--- src/rtl/bexkat1_pkg.sv ---
// Shared types for the register-file write-back path.
//   wb_entry_t    : one buffered retiring result
//   be_t          : write-enable encoding used for both general and SP writes
//   drain_state_t : write-back drain sequencer state
package bexkat1_pkg;

   localparam int unsigned              WB_WIDTH  = 32;
   localparam int unsigned              WB_COUNTP = 4;
   localparam logic [WB_COUNTP-1:0]     WB_SPREG  = 4'd15;

   typedef enum logic [1:0] {
      BE_NONE = 2'd0,
      BE_BYTE = 2'd1,
      BE_HALF = 2'd2,
      BE_WORD = 2'd3
   } be_t;

   typedef struct packed {
      logic [WB_COUNTP-1:0] addr;
      logic [WB_WIDTH-1:0]  data;
      be_t                  be;
      logic [WB_WIDTH-1:0]  sp_data;
      be_t                  sp_en;
   } wb_entry_t;

   typedef enum logic {
      DRAIN_IDLE  = 1'b0,
      DRAIN_SPLIT = 1'b1
   } drain_state_t;

endpackage

--- src/rtl/wb_fifo.sv ---
// Synchronous FIFO of write-back entries.
//   clk_i, rst_ni : clock, synchronous active-low reset
//   clr           : synchronous clear (empties the FIFO)
//   push, din     : enqueue (ignored when full)
//   pop           : dequeue head (ignored when empty)
//   head          : current head entry
//   full, empty   : occupancy flags
module wb_fifo
   import bexkat1_pkg::*;
#(
   parameter int unsigned DEPTH = 2
) (
   input  logic      clk_i,
   input  logic      rst_ni,
   input  logic      clr,
   input  logic      push,
   input  wb_entry_t din,
   input  logic      pop,
   output wb_entry_t head,
   output logic      full,
   output logic      empty
);

   localparam int unsigned PW = $clog2(DEPTH);

   wb_entry_t     mem_q [DEPTH];
   wb_entry_t     mem_d [DEPTH];
   logic [PW-1:0] wr_ptr_q, wr_ptr_d;
   logic [PW-1:0] rd_ptr_q, rd_ptr_d;
   logic [PW:0]   count_q, count_d;
   logic          push_ok, pop_ok;

   assign full    = (count_q == (PW+1)'(DEPTH));
   assign empty   = (count_q == '0);
   assign head    = mem_q[rd_ptr_q];
   assign push_ok = push && !full;
   assign pop_ok  = pop && !empty;

   always_comb begin
      mem_d    = mem_q;
      wr_ptr_d = wr_ptr_q;
      rd_ptr_d = rd_ptr_q;
      count_d  = count_q;
      if (clr) begin
         wr_ptr_d = '0;
         rd_ptr_d = '0;
         count_d  = '0;
      end else begin
         if (push_ok) begin
            mem_d[wr_ptr_q] = din;
            wr_ptr_d        = wr_ptr_q + PW'(1);
         end
         if (pop_ok) begin
            rd_ptr_d = rd_ptr_q + PW'(1);
         end
         if (push_ok && !pop_ok) begin
            count_d = count_q + (PW+1)'(1);
         end else if (pop_ok && !push_ok) begin
            count_d = count_q - (PW+1)'(1);
         end
      end
   end

   always_ff @(posedge clk_i) begin
      if (!rst_ni) begin
         mem_q    <= '{default: '0};
         wr_ptr_q <= '0;
         rd_ptr_q <= '0;
         count_q  <= '0;
      end else begin
         mem_q    <= mem_d;
         wr_ptr_q <= wr_ptr_d;
         rd_ptr_q <= rd_ptr_d;
         count_q  <= count_d;
      end
   end

endmodule

--- src/rtl/regfile_writeback.sv ---
// Write-side sequencer for the register file.
// Buffers retiring results, drains one register-file write per cycle, splits
// results that write both a general register and SP when the general
// destination is SP itself, and keeps a pending-write scoreboard for decode.
//   clk_i, rst_ni             : clock, synchronous active-low reset
//   flush                     : drop buffered results, clear scoreboard
//   claim_valid/addr/sp/ready : decode destination claims
//   query1/2, hazard1/2       : decode RAW hazard lookup
//   res_valid/ready/addr/data/be/sp_data/sp_en : retiring results
//   write_addr/data/en, sp_data/sp_en          : register-file write ports
module regfile_writeback
   import bexkat1_pkg::*;
#(
   parameter int unsigned        WIDTH  = WB_WIDTH,
   parameter int unsigned        COUNTP = WB_COUNTP,
   parameter logic [COUNTP-1:0]  SPREG  = WB_SPREG,
   parameter int unsigned        DEPTH  = 2
) (
   input  logic              clk_i,
   input  logic              rst_ni,
   input  logic              flush,
   input  logic              claim_valid,
   input  logic [COUNTP-1:0] claim_addr,
   input  logic              claim_sp,
   output logic              claim_ready,
   input  logic [COUNTP-1:0] query1,
   input  logic [COUNTP-1:0] query2,
   output logic              hazard1,
   output logic              hazard2,
   input  logic              res_valid,
   output logic              res_ready,
   input  logic [COUNTP-1:0] res_addr,
   input  logic [WIDTH-1:0]  res_data,
   input  logic [1:0]        res_be,
   input  logic [WIDTH-1:0]  res_sp_data,
   input  logic [1:0]        res_sp_en,
   output logic [COUNTP-1:0] write_addr,
   output logic [WIDTH-1:0]  write_data,
   output logic [1:0]        write_en,
   output logic [WIDTH-1:0]  sp_data,
   output logic [1:0]        sp_en
);

   localparam int unsigned NREG = 2**COUNTP;

   wb_entry_t    in_entry;
   wb_entry_t    head;
   logic         fifo_full, fifo_empty, fifo_push, fifo_pop;
   drain_state_t state_q, state_d;
   logic [1:0]   cnt_q [NREG];
   logic [1:0]   cnt_d [NREG];
   logic [NREG-1:0] inc, dec;
   logic         claim_ok, claim_fire, conflict, blank;

   always_comb begin
      in_entry         = '0;
      in_entry.addr    = res_addr;
      in_entry.data    = res_data;
      in_entry.be      = be_t'(res_be);
      in_entry.sp_data = res_sp_data;
      in_entry.sp_en   = be_t'(res_sp_en);
   end

   // Reset and flush both suppress every side effect in the current cycle.
   assign blank     = !rst_ni || flush;
   assign fifo_push = !blank && res_valid && !fifo_full;
   assign res_ready = !rst_ni || !fifo_full;

   assign claim_ok    = (cnt_q[claim_addr] != 2'd3) &&
                        !(claim_sp && (cnt_q[SPREG] == 2'd3));
   assign claim_ready = !rst_ni || claim_ok;
   assign claim_fire  = !blank && claim_valid && claim_ok;

   assign hazard1 = rst_ni && (cnt_q[query1] != 2'd0);
   assign hazard2 = rst_ni && (cnt_q[query2] != 2'd0);

   assign conflict = (head.be != BE_NONE) && (head.sp_en != BE_NONE) &&
                     (head.addr == SPREG);

   wb_fifo #(
      .DEPTH (DEPTH)
   ) u_fifo (
      .clk_i  (clk_i),
      .rst_ni (rst_ni),
      .clr    (flush),
      .push   (fifo_push),
      .din    (in_entry),
      .pop    (fifo_pop),
      .head   (head),
      .full   (fifo_full),
      .empty  (fifo_empty)
   );

   // Drain sequencer: a conflicting head is written in two cycles (general
   // register first, then SP) and only popped on the second.
   always_comb begin
      state_d    = state_q;
      fifo_pop   = 1'b0;
      write_addr = '0;
      write_data = '0;
      write_en   = '0;
      sp_data    = '0;
      sp_en      = '0;
      if (blank) begin
         state_d = DRAIN_IDLE;
      end else if (!fifo_empty) begin
         case (state_q)
            DRAIN_IDLE: begin
               if (head.be != BE_NONE) begin
                  write_addr = head.addr;
                  write_data = head.data;
                  write_en   = head.be;
               end
               if (conflict) begin
                  state_d = DRAIN_SPLIT;
               end else begin
                  if (head.sp_en != BE_NONE) begin
                     sp_data = head.sp_data;
                     sp_en   = head.sp_en;
                  end
                  fifo_pop = 1'b1;
               end
            end
            DRAIN_SPLIT: begin
               sp_data  = head.sp_data;
               sp_en    = head.sp_en;
               fifo_pop = 1'b1;
               state_d  = DRAIN_IDLE;
            end
            default: state_d = DRAIN_IDLE;
         endcase
      end
   end

   // Scoreboard: inc/dec are bit vectors so a claim or retire that names SP
   // twice (addr==SPREG plus SP flag) touches the counter only once.
   always_comb begin
      inc = '0;
      dec = '0;
      if (claim_fire) begin
         inc[claim_addr] = 1'b1;
         if (claim_sp) inc[SPREG] = 1'b1;
      end
      if (fifo_pop) begin
         if (head.be != BE_NONE)    dec[head.addr] = 1'b1;
         if (head.sp_en != BE_NONE) dec[SPREG]     = 1'b1;
      end
      for (int unsigned i = 0; i < NREG; i++) begin
         cnt_d[i] = cnt_q[i];
         if (flush) begin
            cnt_d[i] = '0;
         end else if (inc[i] && !dec[i] && (cnt_q[i] != 2'd3)) begin
            cnt_d[i] = cnt_q[i] + 2'd1;
         end else if (dec[i] && !inc[i] && (cnt_q[i] != 2'd0)) begin
            cnt_d[i] = cnt_q[i] - 2'd1;
         end
      end
   end

   always_ff @(posedge clk_i) begin
      if (!rst_ni) begin
         state_q <= DRAIN_IDLE;
         cnt_q   <= '{default: '0};
      end else begin
         state_q <= state_d;
         cnt_q   <= cnt_d;
      end
   end

   // A retire for a register with no pending claim indicates a decode bug.
   always_ff @(posedge clk_i) begin
      if (rst_ni && !flush) begin
         for (int unsigned i = 0; i < NREG; i++) begin
            if (dec[i] && !inc[i]) begin
               assert (cnt_q[i] != 2'd0);
            end
         end
      end
   end

endmodule

--- config.mk ---
export PLATFORM = sky130hd
export DESIGN_NAME = regfile_writeback
export DESIGN_NICKNAME = d
export VERILOG_FILES = /design/src/rtl/bexkat1_pkg.sv /design/src/rtl/wb_fifo.sv /design/src/rtl/regfile_writeback.sv
export SDC_FILE = /design/constraint.sdc
export NUM_CORES = 1
export LEC_CHECK = 0
export CORE_MARGIN = 1
export CORE_UTILIZATION = 41
export DETAILED_ROUTE_END_ITERATION = 12
export GPL_TIMING_DRIVEN = 0
export PLACE_DENSITY = 0.64
export SKIP_CTS_REPAIR_TIMING = 1
export SLEW_MARGIN = 0
export SYNTH_ARGS = -nofsm -noshare
export SYNTH_HDL_FRONTEND = slang
export SYNTH_SLANG_ARGS = --single-unit
--- constraint.sdc ---
create_clock -name clk_i -period 3.4 [get_ports clk_i]
set_clock_uncertainty 0.2 [all_clocks]
set_input_delay 0.34 -clock clk_i [delete_from_list [all_inputs] [get_ports clk_i]]
set_output_delay 0.34 -clock clk_i [all_outputs]
set_load 0.02 [all_outputs]
== After elaboration in Yosys (flattened, before gate mapping) ==
Index checks and enable logic that the tools add are counted.

* Bitwise logic cells: 8
* Mux-type cells: 86
* $lt $le $gt $ge: 10
* $add $sub $neg: 36
* Reduce and logical (&&, ||, !) cells: 164
* Eq/ne operators: 20

{| class="wikitable"
|+ Operator list
! operator !! number
|-
| 2-to-1 mux 72 bit || 4
|-
| 2-to-1 mux 32 bit || 8
|-
| bitwise mux 144 bit || 1
|-
| 2-to-1 mux 2 bit || 48
|-
| logical AND 1 bit || 81
|-
| nonzero test 2 bit || 37
|-
| demux 72 bit (select 1 bit) || 1
|-
| one-hot mux 32 bit (2 select lines) || 1
|-
| 2-to-1 mux 16 bit || 3
|-
| logical NOT 1 bit || 39
|-
| adder 2 x 1 -> 2 bit (second input constant) || 17
|-
| != test 2 bit (second input constant) || 17
|-
| subtractor 2 x 1 -> 2 bit (second input constant) || 17
|-
| binary-select mux 2 bit (select 4 bit) || 3
|-
| 2-to-1 mux 4 bit || 4
|-
| >= comparator 5 bit (second input constant) || 3
|-
| NOT 4 -> 5 bit || 3
|-
| less-than comparator 4 x 5 -> 1 bit (second input constant) || 2
|-
| demux 1 bit (select 4 bit) || 2
|-
| >= comparator 4 x 1 -> 1 bit (second input constant) || 2
|-
| 2-to-1 mux 1 bit || 8
|-
| equality test 2 bit (second input constant) || 2
|-
| equality test 4 bit (second input constant) || 1
|-
| >= comparator 2 bit (second input constant) || 2
|-
| 10 further kinds || 18
|}

* Flip-flop bits (word level): 181
* Output and inout port bits: 76
* Input bits: 90

== Longest topological paths before layout ==
Gate-level depths: netlist (run 1).

* Depth in word-level cells: 16
* Depth in mapped cells: 9
* Mapped depth without buffers: 8

== By module ==
Synthesis (run 1) repeated with hierarchy kept, for this count alone.

* Cells, all modules: 1015
* Area total of the unflattened synthesis: 9611.7 µm²

{| class="wikitable"
|+ Modules (own cells, without submodules)
! module !! cells each !! area an instance (µm²) !! instances
|-
| wb_fifo || 649 || 6632.6 || 1
|-
| regfile_writeback || 366 || 2979.1 || 1
|}

== Worst setup path after synthesis (run 1) ==
OpenSTA, ideal clock, no wires.

* Path type: register -> output
* From: reg u_fifo.rd_ptr_q
* To: out write_data[10]
* Path slack: 671 ps
* Arrival: 2189 ps
* Cell stages (with the launch flop): 9
* Path through: dfxtp_1 > buf_2 > buf_2 > mux2_2 > clkbuf_1 > or3_1 > clkbuf_1 > clkbuf_1 > nor2_1

* Cells in the longest elaborated chain, start to end: 9

{| class="wikitable"
|+ RTL lines
! item !! RTL line !! source
|-
| start, declared || wb_fifo.sv:29 || <nowiki>logic [PW-1:0] rd_ptr_q, rd_ptr_d;</nowiki>
|-
| start signal, assigned || wb_fifo.sv:73 || <nowiki>rd_ptr_q <= rd_ptr_d;</nowiki>
|-
| NOT 1 -> 2 bit (not written as such) (*) || wb_fifo.sv:35 || <nowiki>assign head = mem_q[rd_ptr_q];</nowiki>
|-
| 2-to-1 mux 72 bit (not written as such) (*) (3 in series) || wb_fifo.sv:35 ||
|-
| nonzero test 2 bit || regfile_writeback.sv:109 || <nowiki>if (head.be != BE_NONE) begin</nowiki>
|-
| 2-to-1 mux 32 bit (*) || regfile_writeback.sv:109 ||
|-
| 2-to-1 mux 32 bit (*) || regfile_writeback.sv:107 || <nowiki>case (state_q)</nowiki>
|-
| 2-to-1 mux 32 bit (*) || regfile_writeback.sv:106 || <nowiki>end else if (!fifo_empty) begin</nowiki>
|-
| 2-to-1 mux 32 bit (*) || regfile_writeback.sv:104 || <nowiki>if (blank) begin</nowiki>
|-
| end, declared || regfile_writeback.sv:38 || <nowiki>output logic [WIDTH-1:0] write_data,</nowiki>
|}

Every way passes the cells marked *; elsewhere a longest branch is shown, timed or not. The select of a mux whose other input is x is not followed.

== Final worst setup path (run 1) ==
* From: reg u_fifo.rd_ptr_q
* To: out sp_data[31]

* Cells in the longest elaborated chain, start to end: 11
* Elaborated cells on any way between the ends: 14
* Classes of those cells: eq/ne (1); mux (8); bitwise (1); reduce/logical (4)

{| class="wikitable"
|+ RTL lines
! item !! RTL line !! source
|-
| NOT 1 -> 2 bit (not written as such) (*) || wb_fifo.sv:35 ||
|-
| 2-to-1 mux 72 bit (not written as such) (*) (3 in series) || wb_fifo.sv:35 ||
|-
| nonzero test 2 bit, on equally long branches || regfile_writeback.sv:77, regfile_writeback.sv:117 ||
|-
| logical AND 1 bit (2 in series) || regfile_writeback.sv:77 || <nowiki>assign conflict = (head.be != BE_NONE) && (head.sp_en != BE_NONE) &&</nowiki>
|-
| 2-to-1 mux 32 bit || regfile_writeback.sv:114 || <nowiki>if (conflict) begin</nowiki>
|-
| one-hot mux 32 bit (2 select lines) (*) || regfile_writeback.sv:107 ||
|-
| 2-to-1 mux 32 bit (*) || regfile_writeback.sv:106 ||
|-
| 2-to-1 mux 32 bit (*) || regfile_writeback.sv:104 ||
|-
| end, declared || regfile_writeback.sv:40 || <nowiki>output logic [WIDTH-1:0] sp_data,</nowiki>
|}

Marked as above.

==> results.py, run 1 <==
metrics = {
    "power_and_ir_drop": {
        "p_switching_w": 0.00124,
        "power.share.clock_pct": 44.2,
        "ir_drop_mv": 0.255,
        "p_seq_share_pct": 47.2,
        "power_frac_comb_pct": 8.6,
        "power_density_mw_per_mm2": 371,
        "finalPower_w": 0.00460,
        "sw_frac_of_total_pct": 26.9,
        "p_int_w": 0.00336,
        "power.leakage_nw": 5.01,
    },
    "logic_synthesis": {
        "ys_seq_area_share_pct": 38.1,
        "syn_area_per_cell_sq_um": 7.95,
        "synthArstFlopShare_pct": 0,
        "synth_flop_cell": "dfxtp_1",
        "ys_ff_latch": 181,
        "synth-edff-count": 0,
        "synth.distinct_cells": 61,
        "synthCells": 1195,
        "yosysWarnings": 0,
        "synth_fp_nets": 1286,
        "syn-cell-area_sq_mm": 0.00950,
    },
    "clock_network": {
        "clockBufferDepth": 2,
        "cts_tree": "done",
        "htreeDepth": 4,
        "root_buffer": "clkbuf_16",
        "cts.sinks": 181,
        "clk_pin_slew_worst_paths_ns": 0.08,
        "clk_latency_ns": 0.45,
        "numCtsBuffers": 17,
    },
    "timing": {
        "post-route-period-util_pct": 96.7,
        "final_hold_viol_count": 0,
        "worstMarginPinSlew_ns": 0.848,
        "clock.fmax_ghz": 0.304,
        "relSlewSlack_pct": 43.3,
        "slew_viol_final": 0,
        "setup_violations": 0,
        "period_minus_slack_ns": 3.29,
    },
    "placement": {
        "dp_cells": 1642,
        "placed_cell_area_sq_mm": 0.0115,
        "portBuffers": 162,
        "dp_hpwl_mm": 20.5,
        "gp_congestion": 0.899,
    },
    "status": {
        "status": "finished clean",
    },
    "finish": {
        "final_area_sq_mm": 0.0124,
        "fin_cells": 1679,
        "area_growth_pct": 30.5,
        "fill_cells": 2191,
        "drive_gt1_share_pct": 8.11,
        "postLayoutCoreUtil_pct": 54.6,
        "nets": 1472,
        "antenna_cells": 0,
    },
    "global_route": {
        "grt_usage_pct": 24.0,
        "grt_pass1_wl_mm": 44.9,
        "grt_pass1_vias": 8615,
        "overflow": 0,
        "grt_max_degree": 21,
        "antenna_found_initial": 2,
    },
    "detailed_routing": {
        "drc": 0,
        "viasPerCell": 5.37,
        "post_drt_wl_per_cell_microns": 16.8,
        "drt_iter0_markers": 459,
        "dr.pass1.iters": 5,
        "ant_nets": 0,
        "wirelength_mm": 28.2,
        "vias": 9009,
    },
    "floorplanning": {
        "io_pins": 166,
        "coreArea_sq_mm": 0.0227,
        "die_area_sq_mm": 0.0238,
        "die_y_microns": 154,
        "die_width_microns": 154,
        "start_util_pct": 41.8,
        "rows": 55,
    },
    "setup_path": {
        "cp-end-kind": "primary output",
        "criticalPathCategory": "reg2out",
        "cp_max_fo": 9,
        "worstPathRequired_ns": 2.86,
        "start_kind": "register",
        "arrival_ns": 2.75,
    },
    "run": {
        "cap_violations": 0,
    },
    "worst_hold_path": {
        "hp-class": "in2reg",
    },
}
## critical path, stage by stage, from the launching register on
cell and delay (ns):
dfxtp_1 0.32, buf_2 0.22, mux2i_4 0.43, nor3_2 0.10, nor3_1 0.21, o21ai_2 0.10
buf_4 0.16, nor2_1 0.10, clkdlybuf4s50_1 0.67
## metal layers
| metal | vias to the layer above | share of wire (%) | GRT usage (%) |
|---|---|---|---|
| met4 | 2 | 1.3 | 6.38 |
| met1 | 4261 | 45 | 30.5 |
| met5 | - | 0.046 | 0 |
| met3 | 32 | 6.4 | 6.47 |
| li1 | 4494 | - | - |
| met2 | 220 | 48 | 40.0 |
## sequential cells by signal (all words and copies together), names as in the netlist
register	count
cnt_q	32
state_q	1
u_fifo.count_q	2
u_fifo.mem_q	144
u_fifo.rd_ptr_q	1
u_fifo.wr_ptr_q	1
## cell usage after synthesis (5+ instances only)
cell,number,share of area [%]
nand3_1,24,1.3
nand2b_1,6,0.40
mux4_2,14,3.3
nand4_1,9,0.59
nor3b_1,7,0.55
nand2_1,328,13
nand3b_1,6,0.47
dfxtp_1,181,38
nor4_1,10,0.66
a211oi_1,11,0.87
o211ai_1,6,0.47
clkbuf_1,68,2.7
a21oi_1,33,1.7
o21ai_0,9,0.47
or3_1,9,0.59
xor2_1,6,0.55
o22ai_1,5,0.33
mux2i_1,74,7.8
inv_1,14,0.55
nor2_1,108,4.3
nor2b_1,6,0.40
a21boi_0,144,11
nor3_1,35,1.8
a21o_1,7,0.55
buf_1,7,0.28
## layout make-up
cell class / instances / area [sq um] / area share, %
Inverter: 15 / 60.1 / 0.484
Clock inverter: 14 / 166 / 1.34
Sequential cell: 181 / 3620 / 29.2
Buffer: 78 / 348 / 2.81
Clock buffer: 18 / 439 / 3.54
Timing Repair Buffer: 170 / 1840 / 14.8
Tap cell: 285 / 357 / 2.88
Multi-Input combinational cell: 918 / 5570 / 44.9
## worst paths after layout
path / startpoint / endpoint / slack, ns / depth (start not counted)
hold reg to reg: u_fifo.mem_q[113]$_SDFFE_PN0P_ / u_fifo.mem_q[113]$_SDFFE_PN0P_ / 0.26 / 2
hold / removal: claim_addr[0] / cnt_q[11]$_SDFFE_PP0P_ / 0.25 / 5
setup reg to reg: u_fifo.rd_ptr_q$_SDFFE_PP0P_ / cnt_q[10]$_SDFFE_PP0P_ / 0.52 / 7
setup / recovery: u_fifo.rd_ptr_q$_SDFFE_PP0P_ / sp_data[31] / 0.11 / 8
## power by group through the flow
stage                     Combinational (W)  Clock (W)  Sequential (W)
after floorplan                    0.000200          0         0.00221
after global placement             0.000390          0         0.00222
after detailed placement           0.000391          0         0.00222
after CTS                          0.000393    0.00206         0.00217
after global routing               0.000431    0.00215         0.00217
final                              0.000398    0.00203         0.00217
## metrics by stage
stage	hold slack, ns	setup slack (ns)	setup TNS [ns]
after detailed placement	0.257	-0.656	-88.59
after floorplan	0.243	0.671	0
after global routing	0.279	-0.0305	-0.0480
final	0.254	0.111	0
after global placement	0.249	-0.670	-80.04
after CTS	0.244	-0.786	-45.71
## cells in the final DEF, fill, tap and decap left out, types with 6 or more instances in the layout
| cell | Yosys | layout |
|---|---|---|
| a211oi_1 | 11 | 11 |
| clkbuf_2 | 0 | 9 |
| nand2b_1 | 6 | 6 |
| a21oi_1 | 33 | 33 |
| mux4_2 | 14 | 14 |
| nor4_1 | 10 | 10 |
| mux2i_1 | 74 | 73 |
| nand4_1 | 9 | 9 |
| inv_8 | 0 | 6 |
| buf_4 | 0 | 10 |
| clkbuf_1 | 68 | 57 |
| o21ai_0 | 9 | 9 |
| nand2_1 | 328 | 327 |
| clkdlybuf4s50_1 | 0 | 90 |
| dfxtp_1 | 181 | 181 |
| clkbuf_16 | 0 | 17 |
| a21o_1 | 7 | 7 |
| nand3b_1 | 6 | 6 |
| or3_1 | 9 | 8 |
| xor2_1 | 6 | 6 |
| inv_1 | 14 | 14 |
| dlymetal6s2s_1 | 0 | 69 |
| nor3_1 | 35 | 33 |
| a21boi_0 | 144 | 144 |
| o211ai_1 | 6 | 6 |
| nor3b_1 | 7 | 6 |
| nand3_1 | 24 | 24 |
| nor2_1 | 108 | 108 |
## kinds of logic (layout without fill, tap and decap cells)
family	after synthesis	after routing	share of synthesized area (%)
and+or+nand+nor	569	569	25.9
DFF	181	181	38.1
xor gates and xnor gates	10	10	0.922
buffers and inverters	96	295	4.00
muxes	91	91	11.5
AOI/OAI and AO/OA	247	247	19.4
adders and majority gates	1	1	0.132
Note: power is estimated with default switching activity, not from simulation.
==> run 2: changes to the inputs <==
CTS_BUF_LIST = sky130_fd_sc_hd__clkbuf_16   (was default)
==> run 2 against run 1 <==
- core utilization about the same
- highest routed layer unchanged
- cell count unchanged
- die area unchanged
==> results.py, run 2 (synthesis results as in run 1) <==
metrics = {
    "status": {
        "status": "finished clean",
    },
    "global_route": {
        "grt_pass1_vias": 8607,
        "grt_max_degree": 21,
        "antenna_found_initial": 3,
        "grt_usage_pct": 23.9,
        "use_met3_pct": 6.67,
        "grt_util_met1_pct": 30.4,
        "grt_use_met2_pct": 39.9,
        "busiest_layer": "met2",
        "grt_pass1_wl_mm": 44.8,
        "overflow": 0,
    },
    "clock_network": {
        "cts_tree": "done",
        "cts.sinks": 181,
        "numCtsBuffers": 17,
        "clk_latency_ns": 0.44,
        "clockBufferDepth": 2,
        "htreeDepth": 4,
        "clk_pin_slew_worst_paths_ns": 0.08,
        "root_buffer": "clkbuf_16",
    },
    "setup_path": {
        "worstPathRequired_ns": 2.86,
        "criticalPathCategory": "reg2out",
        "r2r-start": "u_fifo.rd_ptr_q$_SDFFE_PP0P_",
        "cp-end-kind": "primary output",
        "start_kind": "register",
        "cp_max_fo": 10,
        "startpoint": "u_fifo.rd_ptr_q$_SDFFE_PP0P_",
        "arrival_ns": 2.74,
    },
    "detailed_routing": {
        "drt_iter0_markers": 504,
        "wirelength_mm": 28.2,
        "dr.pass1.iters": 5,
        "ant_nets": 0,
        "viasPerCell": 5.35,
        "post_drt_wl_per_cell_microns": 16.8,
        "drc": 0,
        "vias": 8989,
    },
    "floorplanning": {
        "die_width_microns": 154,
        "die_area_sq_mm": 0.0238,
        "die_y_microns": 154,
        "coreArea_sq_mm": 0.0227,
        "io_pins": 166,
        "rows": 55,
        "start_util_pct": 41.8,
    },
    "timing": {
        "setup_violations": 0,
        "slew_viol_final": 0,
        "relSlewSlack_pct": 44.5,
        "period_minus_slack_ns": 3.28,
        "layout_setup_ws_ns": 0.115,
        "clock.fmax_ghz": 0.304,
        "post-route-period-util_pct": 96.6,
        "final_hold_viol_count": 0,
        "worstMarginPinSlew_ns": 0.827,
    },
    "worst_hold_path": {
        "hp-class": "in2reg",
        "min_from": "claim_addr[0]",
    },
    "finish": {
        "largest_register": "u_fifo.mem_q",
        "drive_gt1_share_pct": 7.96,
        "postLayoutCoreUtil_pct": 54.6,
        "antenna_cells": 0,
        "nets": 1472,
        "fill_cells": 2194,
        "final_common_cell": "nand2_1",
        "final_cell_mix": "nand2_1, dfxtp_1, a21boi_0",
        "largest_reg_flops": 144,
        "area_growth_pct": 30.5,
        "largestRegisters": "u_fifo.mem_q x144, cnt_q x32, u_fifo.count_q x2",
    },
    "placement": {
        "dp_hpwl_mm": 20.5,
        "place_ws_ns": -0.656,
        "gp_congestion": 0.899,
        "portBuffers": 162,
    },
    "power_and_ir_drop": {
        "power.leakage_nw": 5.02,
        "ir_drop_mv": 0.239,
        "power_density_mw_per_mm2": 368,
    },
    "run": {
        "cap_violations": 0,
    },
}
[run 2: path summary, 6_finish.rpt]
kind                                    endpoint  slack, ns  depth (start not counted)
setup / recovery                        sp_en[0]       0.12                          7
hold / removal            cnt_q[11]$_SDFFE_PP0P_       0.26                          5
hold reg to reg   u_fifo.mem_q[113]$_SDFFE_PN0P_       0.26                          2
setup reg to reg          cnt_q[10]$_SDFFE_PP0P_       0.51                          7
[run 2: cell type report]
class	instances	area, sq um	share of cell area [%]
clock inverter	15	170	1.37
clock buffer	17	425	3.43
multi-input combinational	918	5570	44.9
tap	285	357	2.88
sequential	181	3620	29.2
buffer	78	348	2.81
timing repair buffer	170	1850	14.9
inverter	15	60.1	0.484
[run 2: critical path, cell delays in order (launching register included)]
cell and delay [ns]:
dfxtp_1 0.32, buf_2 0.22, clkbuf_4 0.25, buf_2 0.31, clkbuf_4 0.33, mux2i_1 0.10, nor2_1 0.09, clkdlybuf4s50_1 0.67
[run 2: power by group]
| group | switching [W] | internal, W |
|---|---|---|
| clock network | 0.000999 | 0.000997 |
| logic | 0.000205 | 0.000193 |
| registers | 0.0000194 | 0.00215 |
[run 2: per-layer routing]
metal | part of all wire [%] | vias up
met1 | 45 | 4237
li1 | - | 4486
met5 | 0.11 | -
met4 | 1.2 | 4
met2 | 47 | 233
met3 | 6.4 | 29
[run 2: per-stage QoR]
stage | setup TNS (ns) | total power (W) | area [sq um] | cells | hold WS (ns)
2_1_floorplan | 0 | 0.00241 | 9500 | 1195 | 0.243
3_3_place_gp | -80.04 | 0.00261 | 11500 | 1642 | 0.249
3_5_place_dp | -88.59 | 0.00261 | 11500 | 1642 | 0.257
4_1_cts | -45.71 | 0.00460 | 12100 | 1674 | 0.247
5_1_grt | -0.0422 | 0.00473 | 12400 | 1679 | 0.282
6_report | 0 | 0.00456 | 12400 | 1679 | 0.260
